File: src/rtl/seq_det_pkg.sv
// Shared types and defaults for the programmable serial sequence detector.
package seq_det_pkg;

    typedef enum logic [1:0] {
        StHunt    = 2'd0,
        StRestart = 2'd1,
        StCfg     = 2'd2
    } state_t;

    localparam logic [7:0]  DefaultPat = 8'b0000_1011;
    localparam int unsigned DefaultLen = 4;

    function automatic logic len_legal(input int unsigned len, input int unsigned max);
        return (len != 0) && (len <= max);
    endfunction

endpackage

File: src/rtl/seq_det_hist.sv
// Valid-gated history shift register with a saturating fill counter.
module seq_det_hist #(
    parameter int unsigned MaxLen = 8,
    localparam int unsigned FillW = $clog2(MaxLen + 1)
) (
    input  logic              clk_i,
    input  logic              rst_ni,
    input  logic              valid_i,
    input  logic              bit_i,
    input  logic              clr_i,
    output logic [MaxLen-1:0] hist_nxt_o,
    output logic [FillW-1:0]  fill_nxt_o
);

    logic [MaxLen-1:0] hist_q;
    logic [FillW-1:0]  fill_q;

    // Next values assume the bit is taken; the caller gates them with valid.
    always_comb begin
        hist_nxt_o = (hist_q << 1) | MaxLen'(bit_i);
        fill_nxt_o = (fill_q == FillW'(MaxLen)) ? fill_q : fill_q + FillW'(1);
    end

    always_ff @(posedge clk_i or negedge rst_ni) begin
        if (!rst_ni) begin
            hist_q <= '0;
            fill_q <= '0;
        end else if (clr_i) begin
            hist_q <= '0;
            fill_q <= '0;
        end else if (valid_i) begin
            hist_q <= hist_nxt_o;
            fill_q <= fill_nxt_o;
        end
    end

endmodule

File: src/rtl/seq_det_prog.sv
// Programmable serial bit-sequence detector with saturating match counter.
module seq_det_prog
    import seq_det_pkg::*;
#(
    parameter int unsigned        MAX_LEN = 8,
    parameter int unsigned        CNT_W   = 16,
    parameter logic [MAX_LEN-1:0] RST_PAT = MAX_LEN'(DefaultPat),
    parameter int unsigned        RST_LEN = DefaultLen,
    localparam int unsigned       LenW    = $clog2(MAX_LEN + 1)
) (
    input  logic               clk_i,
    input  logic               rst_ni,
    input  logic               in_valid_i,
    input  logic               in_i,
    input  logic               cfg_load_i,
    input  logic [MAX_LEN-1:0] cfg_pat_i,
    input  logic [LenW-1:0]    cfg_len_i,
    input  logic               cfg_overlap_i,
    input  logic               cnt_clr_i,
    output logic               out_o,
    output logic [CNT_W-1:0]   match_cnt_o,
    output logic               cfg_err_o
);

    state_t             state_q;
    logic [MAX_LEN-1:0] pat_q;
    logic [LenW-1:0]    len_q;
    logic               ovl_q;
    logic               out_q;
    logic [CNT_W-1:0]   cnt_q;
    logic               err_q;

    logic [MAX_LEN-1:0] hist_nxt;
    logic [LenW-1:0]    fill_nxt;
    logic [MAX_LEN-1:0] mask;
    logic               load_ok;
    logic               hit;
    logic               fire;
    logic               hist_clr;

    seq_det_hist #(
        .MaxLen (MAX_LEN)
    ) u_hist (
        .clk_i      (clk_i),
        .rst_ni     (rst_ni),
        .valid_i    (in_valid_i),
        .bit_i      (in_i),
        .clr_i      (hist_clr),
        .hist_nxt_o (hist_nxt),
        .fill_nxt_o (fill_nxt)
    );

    always_comb begin
        load_ok = cfg_load_i && len_legal(32'(cfg_len_i), MAX_LEN);
        mask    = '0;
        for (int i = 0; i < MAX_LEN; i++) begin
            mask[i] = (LenW'(i) < len_q);
        end
        hit = in_valid_i && (fill_nxt >= len_q) && (((hist_nxt ^ pat_q) & mask) == '0);

        fire     = 1'b0;
        hist_clr = 1'b0;
        case (state_q)
            StHunt, StRestart: fire = hit && !load_ok;
            StCfg:             hist_clr = 1'b1;
            default:           hist_clr = 1'b1;
        endcase
        // Non-overlapping matches drop the history so matched bits are not reused.
        if (load_ok || (fire && !ovl_q)) begin
            hist_clr = 1'b1;
        end
    end

    always_ff @(posedge clk_i or negedge rst_ni) begin
        if (!rst_ni) begin
            state_q <= StHunt;
            pat_q   <= RST_PAT;
            len_q   <= LenW'(RST_LEN);
            ovl_q   <= 1'b1;
            out_q   <= 1'b0;
            cnt_q   <= '0;
            err_q   <= 1'b0;
        end else begin
            out_q <= fire;

            if (cnt_clr_i) begin
                cnt_q <= CNT_W'(fire);
            end else if (fire && (cnt_q != '1)) begin
                cnt_q <= cnt_q + CNT_W'(1);
            end

            if (cfg_load_i) begin
                err_q <= !load_ok;
            end
            if (load_ok) begin
                pat_q <= cfg_pat_i;
                len_q <= cfg_len_i;
                ovl_q <= cfg_overlap_i;
            end

            if (load_ok) begin
                state_q <= StCfg;
            end else if (fire && !ovl_q) begin
                state_q <= StRestart;
            end else begin
                state_q <= StHunt;
            end
        end
    end

    assign out_o       = out_q;
    assign match_cnt_o = cnt_q;
    assign cfg_err_o   = err_q;

endmodule

File: config.mk
export PLATFORM = sky130hd
export DESIGN_NAME = seq_det_prog
export DESIGN_NICKNAME = d
export VERILOG_FILES = /design/src/rtl/seq_det_pkg.sv /design/src/rtl/seq_det_hist.sv /design/src/rtl/seq_det_prog.sv
export SDC_FILE = /design/constraint.sdc
export NUM_CORES = 1
export LEC_CHECK = 0
export ABC_AREA = 1
export CORE_UTILIZATION = 50
export DETAILED_ROUTE_END_ITERATION = 8
export PLACE_DENSITY = 0.84
export SLEW_MARGIN = 30
export SYNTH_ARGS = -nofsm -noshare
export SYNTH_HDL_FRONTEND = slang
export SYNTH_SLANG_ARGS = --single-unit
File: constraint.sdc
create_clock -name clk_i -period 2.7 [get_ports clk_i]
set_clock_uncertainty 0.05 [all_clocks]
set_input_delay 0.54 -clock clk_i [delete_from_list [all_inputs] [get_ports clk_i]]
set_output_delay 0.54 -clock clk_i [all_outputs]
set_load 0.01 [all_outputs]
==> After elaboration in Yosys (flattened, before gate mapping) <==
Cells that the tools add are included.
{ "op_classes": {"n_bitwise": 3, "reduce_logical": 16, "n_div": 0, "n_addsub": 2, "eq_ne": 3, "muxes": 12, "order_cmp": 10, "shift": 0, "n_mul": 0} }
{ "ops": {"columns": ["op", "n"], "rows": [
  ["$mux 16", 2],
  ["$add 16x1->16 const B", 1],
  ["$lt 3x4->1 const A", 4],
  ["$ne 16x16->1 const B", 1],
  ["$mux 7", 2],
  ["$mux 4", 3],
  ["$and 8x8->8", 1],
  ["$logic_not 8->1", 1],
  ["$lt 1x4->1 const A", 2],
  ["$lt 2x4->1 const A", 2],
  ["$or 8x1->8", 1],
  ["$xor 8x8->8", 1],
  ["$logic_and 1x1->1", 7],
  ["$add 4x1->4 const B", 1],
  ["$eq 4x4->1 const B", 1],
  ["$ge 4x4->1", 1],
  ["$le 4x4->1 const B", 1],
  ["$mux 1", 4],
  ["$reduce_bool 2->1", 2],
  ["$reduce_bool 4->1", 1],
  ["$eq 2x1->1 const B", 1],
  ["$logic_not 1->1", 2],
  ["$logic_not 2->1", 1],
  ["$mux 2", 1],
  ["2 further kinds", 2]
]} }
{ "totals": {"reg_bits": 44, "ramBits": 0, "latch_bits": 0, "n_memories": 0, "out_inout_bits": 18, "wordCells": 55, "mem_bits_ro": 0, "in_bits": 19} }

==> Logic depth before layout (Yosys ltp) <==
Gate-level depths: netlist of run 1.
{ "depth": {"depth_word": 11, "depth_mapped": 19, "depth_no_buf": 18} }

==> Modules after synthesis <==
Synthesis of run 1 repeated with hierarchy kept, for this count alone.
{ "unflattened": {"cells_unflattened": 361, "area_unflattened_um2": 2661.3} }
{ "by_module_without_submodules": {"columns": ["mod", "seq_area_each_um2", "cells_per_inst", "instances", "area_per_inst_um2"], "rows": [
  ["seq_det_prog", 807.0, 298, 1, 2127.0],
  ["seq_det_hist", 275.3, 63, 1, 534.3]
]} }

==> Worst setup path after synthesis of run 1 <==
Ideal clock, no wire load.
{ "synth_timing": {"path_type": "register to register", "start": "reg u_hist.fill_q[0]", "end": "reg u_hist.hist_q[0]", "slack_ps": 563, "synth_period_minus_slack_ps": 2137, "path_buffers": 1, "arrival_time_ps": 1964, "stages_incl_launch_ff": 19, "required_ps": 2528, "setup_ps": 122, "path_cell_list": "dfrtp_1 > inv_1 > ha_1 > nand2_1 > nand3_1 > o21ai_0 > ha_1 > nand2_1 > inv_1 > nand3_1 > nand3_1 > nand2_1 > inv_1 > nand2_1 > nor2_4 > nand2_2 > nand2_2 > buf_6 > nor2_2"} }
{ "synth_via": {"elab_chain_len": 11, "elab_cells_between_ends": 13, "classes_between": "add/sub (1); order compare (1); eq/ne (1); mux (4); reduce/logical (6)"} }
{ "synth_rtl": {"columns": ["element", "line_no", "text"], "rows": [
  ["from (decl)", "seq_det_hist.sv:16", "logic [FillW-1:0] fill_q;"],
  ["from (signal assigned)", "seq_det_hist.sv:33", "fill_q <= fill_nxt_o;"],
  ["$add 4x1->4 or $eq 4x4->1 (tied branches)", "seq_det_hist.sv:21", "fill_nxt_o = (fill_q == FillW'(MaxLen)) ? fill_q : fill_q + FillW'(1);"],
  ["$mux 4 (*)", "seq_det_hist.sv:21", null],
  ["$ge 4x4->1 (*)", "seq_det_prog.sv:59", "hit = in_valid_i && (fill_nxt >= len_q) && (((hist_nxt ^ pat_q) & mask) == '0);"],
  ["$logic_and 1x1->1 (*) (2 in a row)", "seq_det_prog.sv:59", null],
  ["$logic_and 1x1->1 (*)", "seq_det_prog.sv:64", "StHunt, StRestart: fire = hit && !load_ok;"],
  ["$mux 1 (*)", "seq_det_prog.sv:63", "case (state_q)"],
  ["via fire", "seq_det_prog.sv:38", "logic fire;"],
  ["$logic_and 1x1->1 (*)", "seq_det_prog.sv:69", "if (load_ok || (fire && !ovl_q)) begin"],
  ["$logic_or 1x1->1 (*)", "seq_det_prog.sv:69", null],
  ["$mux 1 (*)", "seq_det_prog.sv:69", null],
  ["$mux 7 or $reduce_bool 2->1 (tied branches)", null, null],
  ["to (signal assigned)", "seq_det_hist.sv:32", "hist_q <= hist_nxt_o;"],
  ["to (decl)", "seq_det_hist.sv:15", "logic [MaxLen-1:0] hist_q;"]
]} }
Mark *: on every way through the listed nets, which the timed path passes. The rest lies on a longest branch.
A chain may end at the register's enable or synchronous reset.

==> Worst setup path in the final report of run 1 <==
{ "layout_timing": {"start": "reg u_hist.fill_q[0]", "end": "reg u_hist.hist_q[3]"} }
Same word-level chain as after synthesis.

==> results of run 1 <==
==> layout by cell type (no fill, tap or decap), drive strengths merged, types with 6 or more instances in the layout <==
cell type / n
nor2: 46
buf: 7
xor2: 17
nand4: 6
o21ai: 16
inv: 33
nand3: 33
nor3: 8
clkdlybuf4s50: 35
ha: 7
nand2: 115
dfrtp: 38
==> worst register-to-register path, cell delays in order, from the launching register on <==
cell and delay (ps):
dfrtp_1 430, inv_1 80, ha_1 150, nand2_1 70, nand3_1 60, o21ai_0 100, ha_1 280, nand2_1 50
inv_1 60, nand3_1 60, nand3_1 80, nand2_1 90, inv_1 70, nand2_1 70, nor2_4 180, nand2_2 70
nand2_2 260, nor2_1 70
==> metrics by stage <==
step	std cells	setup WS (ps)
after global routing	455	54.01
after floorplan	345	563.4
after CTS	455	284.2
after global placement	447	394.6
final	455	289.9
after detailed placement	447	301.4
==> power by group through the flow <==
stage / sequential, mW / combinational, mW / clock (mW)
after floorplan: 0.751 / 0.259 / 0
after CTS: 0.748 / 0.362 / 0.613
after global routing: 0.754 / 0.411 / 0.637
final: 0.748 / 0.359 / 0.608
after global placement: 0.758 / 0.346 / 0
after detailed placement: 0.761 / 0.360 / 0
==> path summary, 6_finish.rpt <==
check,to,startpoint,slack [ps]
worst max register to register,u_hist.hist_q[3],u_hist.fill_q[0],290
min in group clk_i,pat_q[1],pat_q[1],430
worst max-delay path,u_hist.hist_q[3],u_hist.fill_q[0],290
worst min register to register,pat_q[1],pat_q[1],430
max in group asynchronous,pat_q[3],rst_ni,2060
worst min-delay path,match_cnt_o[8],rst_ni,160
==> layer usage <==
layer  vias up  share of wire  track usage  routed length [um]
met4         0          0.020      0.08805                 112
met1      1058           0.47       0.3102                2621
met3        14          0.045      0.04150                 256
met2        61           0.47       0.3514                2639
li1       1160              -            -                   -
met5         -              0            0                   0
==> layout make-up <==
cell class,count,area [um2],share of cell area
Sequential cell,43,1082,0.3363
Clock buffer,5,68.82,0.02138
Inverter,35,131.4,0.04082
Clock inverter,3,67.56,0.02100
Tap cell,70,87.58,0.02722
Multi-Input combinational cell,257,1378,0.4281
Timing Repair Buffer,42,402.9,0.1252
==> sequential cells by signal, summed over array words and instances, names as in the netlist <==
signal	count
len_q	4
match_cnt_o	16
out_o	1
pat_q	8
cfg_err_o	1
state_q	1
u_hist.fill_q	4
u_hist.hist_q	7
ovl_q	1
==> kinds of logic (layout without fill, tap and decap cells) <==
logic type	count (synthesis)	after routing	synth area share
fa+ha+maj	7	7	0.03288
simple gates	210	210	0.3758
mux	3	3	0.01127
flops	43	43	0.4063
compound gates	19	19	0.03805
xor+xnor	18	18	0.05918
buf+inv	45	85	0.07656
==> flow_summary.json, run 1 <==
{
  "htree_levels": 2,
  "min_period_ps": 2410,
  "die-area_um2": 5624,
  "place_congestion": 0.8730,
  "worst-path-stages": 17,
  "insertion_delay_ps": 310,
  "reg2reg_depth": 17,
  "yosysMostFrequentCell": "nand2_1",
  "ys.flop_type": "dfrtp_1",
  "antenna_left": 0,
  "drive_above_1_share": 0.1714,
  "drc": 0,
  "synth_seq_cells": 43,
  "drt_wl_total_um": 5631,
  "outcome": "finished clean",
  "synth.top_cell.area_share": 0.3570,
  "required_ps": 2840,
  "synthTopCellsByArea": "dfrtp_1 (36%), nand2_1 (13%), nand3_1 (5.8%), xor2_1 (5.6%), dfstp_2 (4.9%)",
  "dpl_cell_area_um2": 3079,
  "p_per_area_nw_per_um2": 532.9,
  "hold_viol_final": 0,
  "num_rows": 26,
  "utilization": 0.6301,
  "fin_area_um2": 3218,
  "synth_top_cell_by_area": "dfrtp_1",
  "die_w_um": 74.99,
  "cts_hold_buf": 0,
  "overflow": 0,
  "path_buf_inv": 3,
  "rsz0062_at_grt": "false",
  "via_per_inst": 5.040,
  "hpwl_um": 4199,
  "ios": 37,
  "cts_setup_buffers": 0,
  "vias": 2293,
  "crit_family": "simple AND/OR/NAND/NOR gates",
  "sw_frac_of_total": 0.2926,
  "die_h_um": 74.99,
  "switchingPower_uw": 501.7,
  "peakVddDrop_v": 0.0003385,
  "p_leak_nw": 1.485,
  "max_cap_violations": 0,
  "clockRootBuffer": "clkbuf_8",
  "initial_core_util": 0.5216,
  "netlist_instances": 345,
  "worst-setup-path-type": "reg -> reg",
  "cts.sinks": 43,
  "antenna_found_initial": 0,
  "cts_resized": 0,
  "seqPwrFrac": 0.436,
  "clkPwrFrac": 0.355,
  "cp_slowest_cell": "dfrtp_1",
  "tightest_slew_ps": 544.2,
  "critPathMaxStageDelay_ps": 430,
  "fin_nets": 410,
  "setup.worst_path.start_class": "flop",
  "synthesis.area_um2": 2664,
  "core_area_um2": 5107,
  "finalSetupViolCount": 0,
  "max_freq_ghz": 0.4149,
  "maxSlewViolCount": 0,
  "grt_pass1_wl_um": 9480,
  "io_buffers": 36,
  "area_growth_pct": 20.81,
  "drt_iter0_drc": 138,
  "holdWs_ps": 155.5,
  "critPathCaptureType": "flop",
  "track_usage": 0.2247,
  "cts_buffers": 5,
  "cp_data_arrival_time_ps": 2550,
  "synth_edf_count": 0,
  "synth_commonest_cells": "nand2_1 (93), dfrtp_1 (38), nand3_1 (31)",
  "post-route-period-util": 0.8926,
  "fillerInstances": 420,
  "power_mw": 1.715,
  "internal_power_mw": 1.213,
  "ys_types": 31,
  "cp_max_fo": 11,
  "setup_tns_ps": 0,
  "slew_headroom": 0.6372,
  "n_antenna_cell": 0,
  "cts_tree": "done",
  "grt_pass1_vias": 2123,
  "synth-async-reset-ratio": 1.000,
  "cp_cell_sequence": "inv_1, ha_1, nand2_1, nand3_1, o21ai_0, ha_1, nand2_1, inv_1, nand3_1, nand3_1, nand2_1, inv_1, nand2_1, nor2_4, nand2_2, nand2_2, nor2_1",
  "path_clk_slew_ps": 90,
  "worstHoldPathType": "in -> async",
  "crit_top_cell": "nand2_1",
  "wire_per_inst_um": 12.38,
  "syn_area_per_cell_um2": 7.721,
  "seq_area_frac_synth": 0.4063,
  "grt_max_degree": 44,
  "yosys_warnings": 0,
  "drtPass1Iterations": 7,
  "synth_nets": 371,
  "combPwrFrac": 0.209,
  "clockBufferDepth": 2
}
(Power assumes the default switching activity.)
==> inputs of run 2 (changes only) <==
Settings changed: MAX_ROUTING_LAYER set to met4, PLACE_DENSITY 0.84 to 0.74.
==> flow_summary.json, run 2 (synthesis results as in run 1) <==
{
  "ios": 37,
  "initial_core_util": 0.5216,
  "max_cap_violations": 0,
  "utilization": 0.6195,
  "grt_pass1_wl_um": 9280,
  "seqPwrFrac": 0.496,
  "antenna_left": 0,
  "rsz0062_at_grt": "false",
  "slew_headroom": 0.7372,
  "required_ps": 2820,
  "layout_common_cells": "nand2_1 (93), dfrtp_1 (38), clkdlybuf4s50_1 (35)",
  "drc": 0,
  "maxSlewViolCount": 0,
  "setup.worst_path.start_class": "flop",
  "track_usage": 0.2276,
  "cts_buffers": 5,
  "drt_wl_total_um": 5608,
  "setup_tns_ps": 0,
  "cts_tree": "done",
  "min_period_ps": 2448,
  "overflow": 0,
  "worstHoldPathType": "in -> async",
  "grt_pass1_vias": 2032,
  "htree_levels": 2,
  "switchingPower_uw": 482.7,
  "die-area_um2": 5624,
  "fillerInstances": 489,
  "p_per_area_nw_per_um2": 476.6,
  "antenna_found_initial": 0,
  "internal_power_mw": 1.025,
  "drt_iter0_drc": 133,
  "multi_input_area_um2": 1378,
  "clockRootBuffer": "clkbuf_8",
  "largest_register_ffs": 16,
  "drive_above_1_share": 0.1688,
  "sw_frac_of_total": 0.3201,
  "seqCellArea_um2": 1082,
  "cp_slowest_cell": "dfrtp_1",
  "core_area_um2": 5107,
  "grt_max_degree": 32,
  "max_freq_ghz": 0.4085,
  "n_antenna_cell": 0,
  "outcome": "finished clean",
  "critPathMaxStageDelay_ps": 430,
  "clkPwrFrac": 0.266,
  "hpwl_um": 4260,
  "fin_nets": 410,
  "vias": 2249,
  "clockBufferDepth": 2,
  "hold_viol_final": 0,
  "cts_resized": 0,
  "via_per_inst": 4.943,
  "power_mw": 1.508,
  "stdcell_count": 455,
  "cts.sinks": 43,
  "p_leak_nw": 1.461,
  "post-route-period-util": 0.9067,
  "peakVddDrop_v": 0.0003126,
  "cts_setup_buffers": 0,
  "finalSetupViolCount": 0,
  "die_w_um": 74.99,
  "io_buffers": 36,
  "worst-setup-path-type": "reg -> reg",
  "tightest_slew_ps": 394.2,
  "critPathCaptureType": "flop",
  "path_clk_slew_ps": 80,
  "crit_top_cell": "nand2_1",
  "cts_hold_buf": 0,
  "num_rows": 26,
  "die_h_um": 74.99,
  "drtPass1Iterations": 4,
  "cp_cell_sequence": "inv_1, ha_1, nand2_1, nand3_1, o21ai_0, ha_1, nand2_1, inv_1, nand3_1, nand3_1, nand2_1, inv_1, nand2_1, nor2_4, nand2_2, nand2_2, nor2_1",
  "final_common_cell": "nand2_1",
  "insertion_delay_ps": 290,
  "area_growth_pct": 18.79,
  "cp_data_arrival_time_ps": 2570,
  "place_congestion": 0.9321,
  "combPwrFrac": 0.238,
  "cp_max_fo": 11,
  "dp.cells": 447,
  "wire_per_inst_um": 12.33
}
==> run 2: layer usage <==
layer / wire (um) / global-route usage / vias up / part of all wire
li1: - / - / 1158 / -
met1: 2886 / 0.3231 / 1044 / 0.51
met2: 2515 / 0.3433 / 45 / 0.45
met3: 176 / 0.04016 / 2 / 0.031
met4: 29 / 0.04403 / 0 / 0.0052
met5: 0 / - / - / 0
==> run 2: final timing paths <==
path                            cells after the start  slack [ps]          endpoint              from
worst min register to register                      2         430          pat_q[3]          pat_q[3]
worst max-delay path                               17         250  u_hist.hist_q[3]  u_hist.fill_q[0]
worst min-delay path                                1          80    match_cnt_o[8]            rst_ni
max in group asynchronous                           2        1770          pat_q[1]            rst_ni
min in group clk_i                                  2         430          pat_q[3]          pat_q[3]
worst max register to register                     17         250  u_hist.hist_q[3]  u_hist.fill_q[0]
==> run 2: cell type report <==
cell class              count  area share
clock buffers               6     0.02293
clock inverters             2    0.003954
inverters                  35     0.04152
multi-input cells         257      0.4354
flip-flops and latches     43      0.3420
well taps                  70     0.02768
repair buffers             42      0.1265
==> run 2: worst max-delay path: cells and delay by family (launching register included) <==
kind / cells / cell delay, ps
AO/OA/AOI/OAI: 1 / 120
adder cells (fa/ha/maj): 2 / 440
buffers and inverters: 3 / 210
flip-flops: 1 / 430
AND/OR/NAND/NOR: 11 / 1080
==> run 2: through the flow <==
step / worst slack, ps / area, um2 / hold WS, ps
after floorplan: 563.4 / 2664 / 194.4
after global placement: 359.2 / 3079 / 408.4
after detailed placement: 257.3 / 3079 / 412.1
after CTS: 229.0 / 3164 / 95.61
after global routing: 37.44 / 3164 / 105.3
final: 252.0 / 3164 / 84.47
==> run 2: power groups by stage <==
stage / clock network, mW / registers, mW / logic, mW
floorplan: 0 / 0.751 / 0.259
global placement: 0 / 0.758 / 0.351
detailed placement: 0 / 0.760 / 0.360
CTS: 0.413 / 0.748 / 0.363
global route: 0.436 / 0.754 / 0.412
finish: 0.402 / 0.748 / 0.358
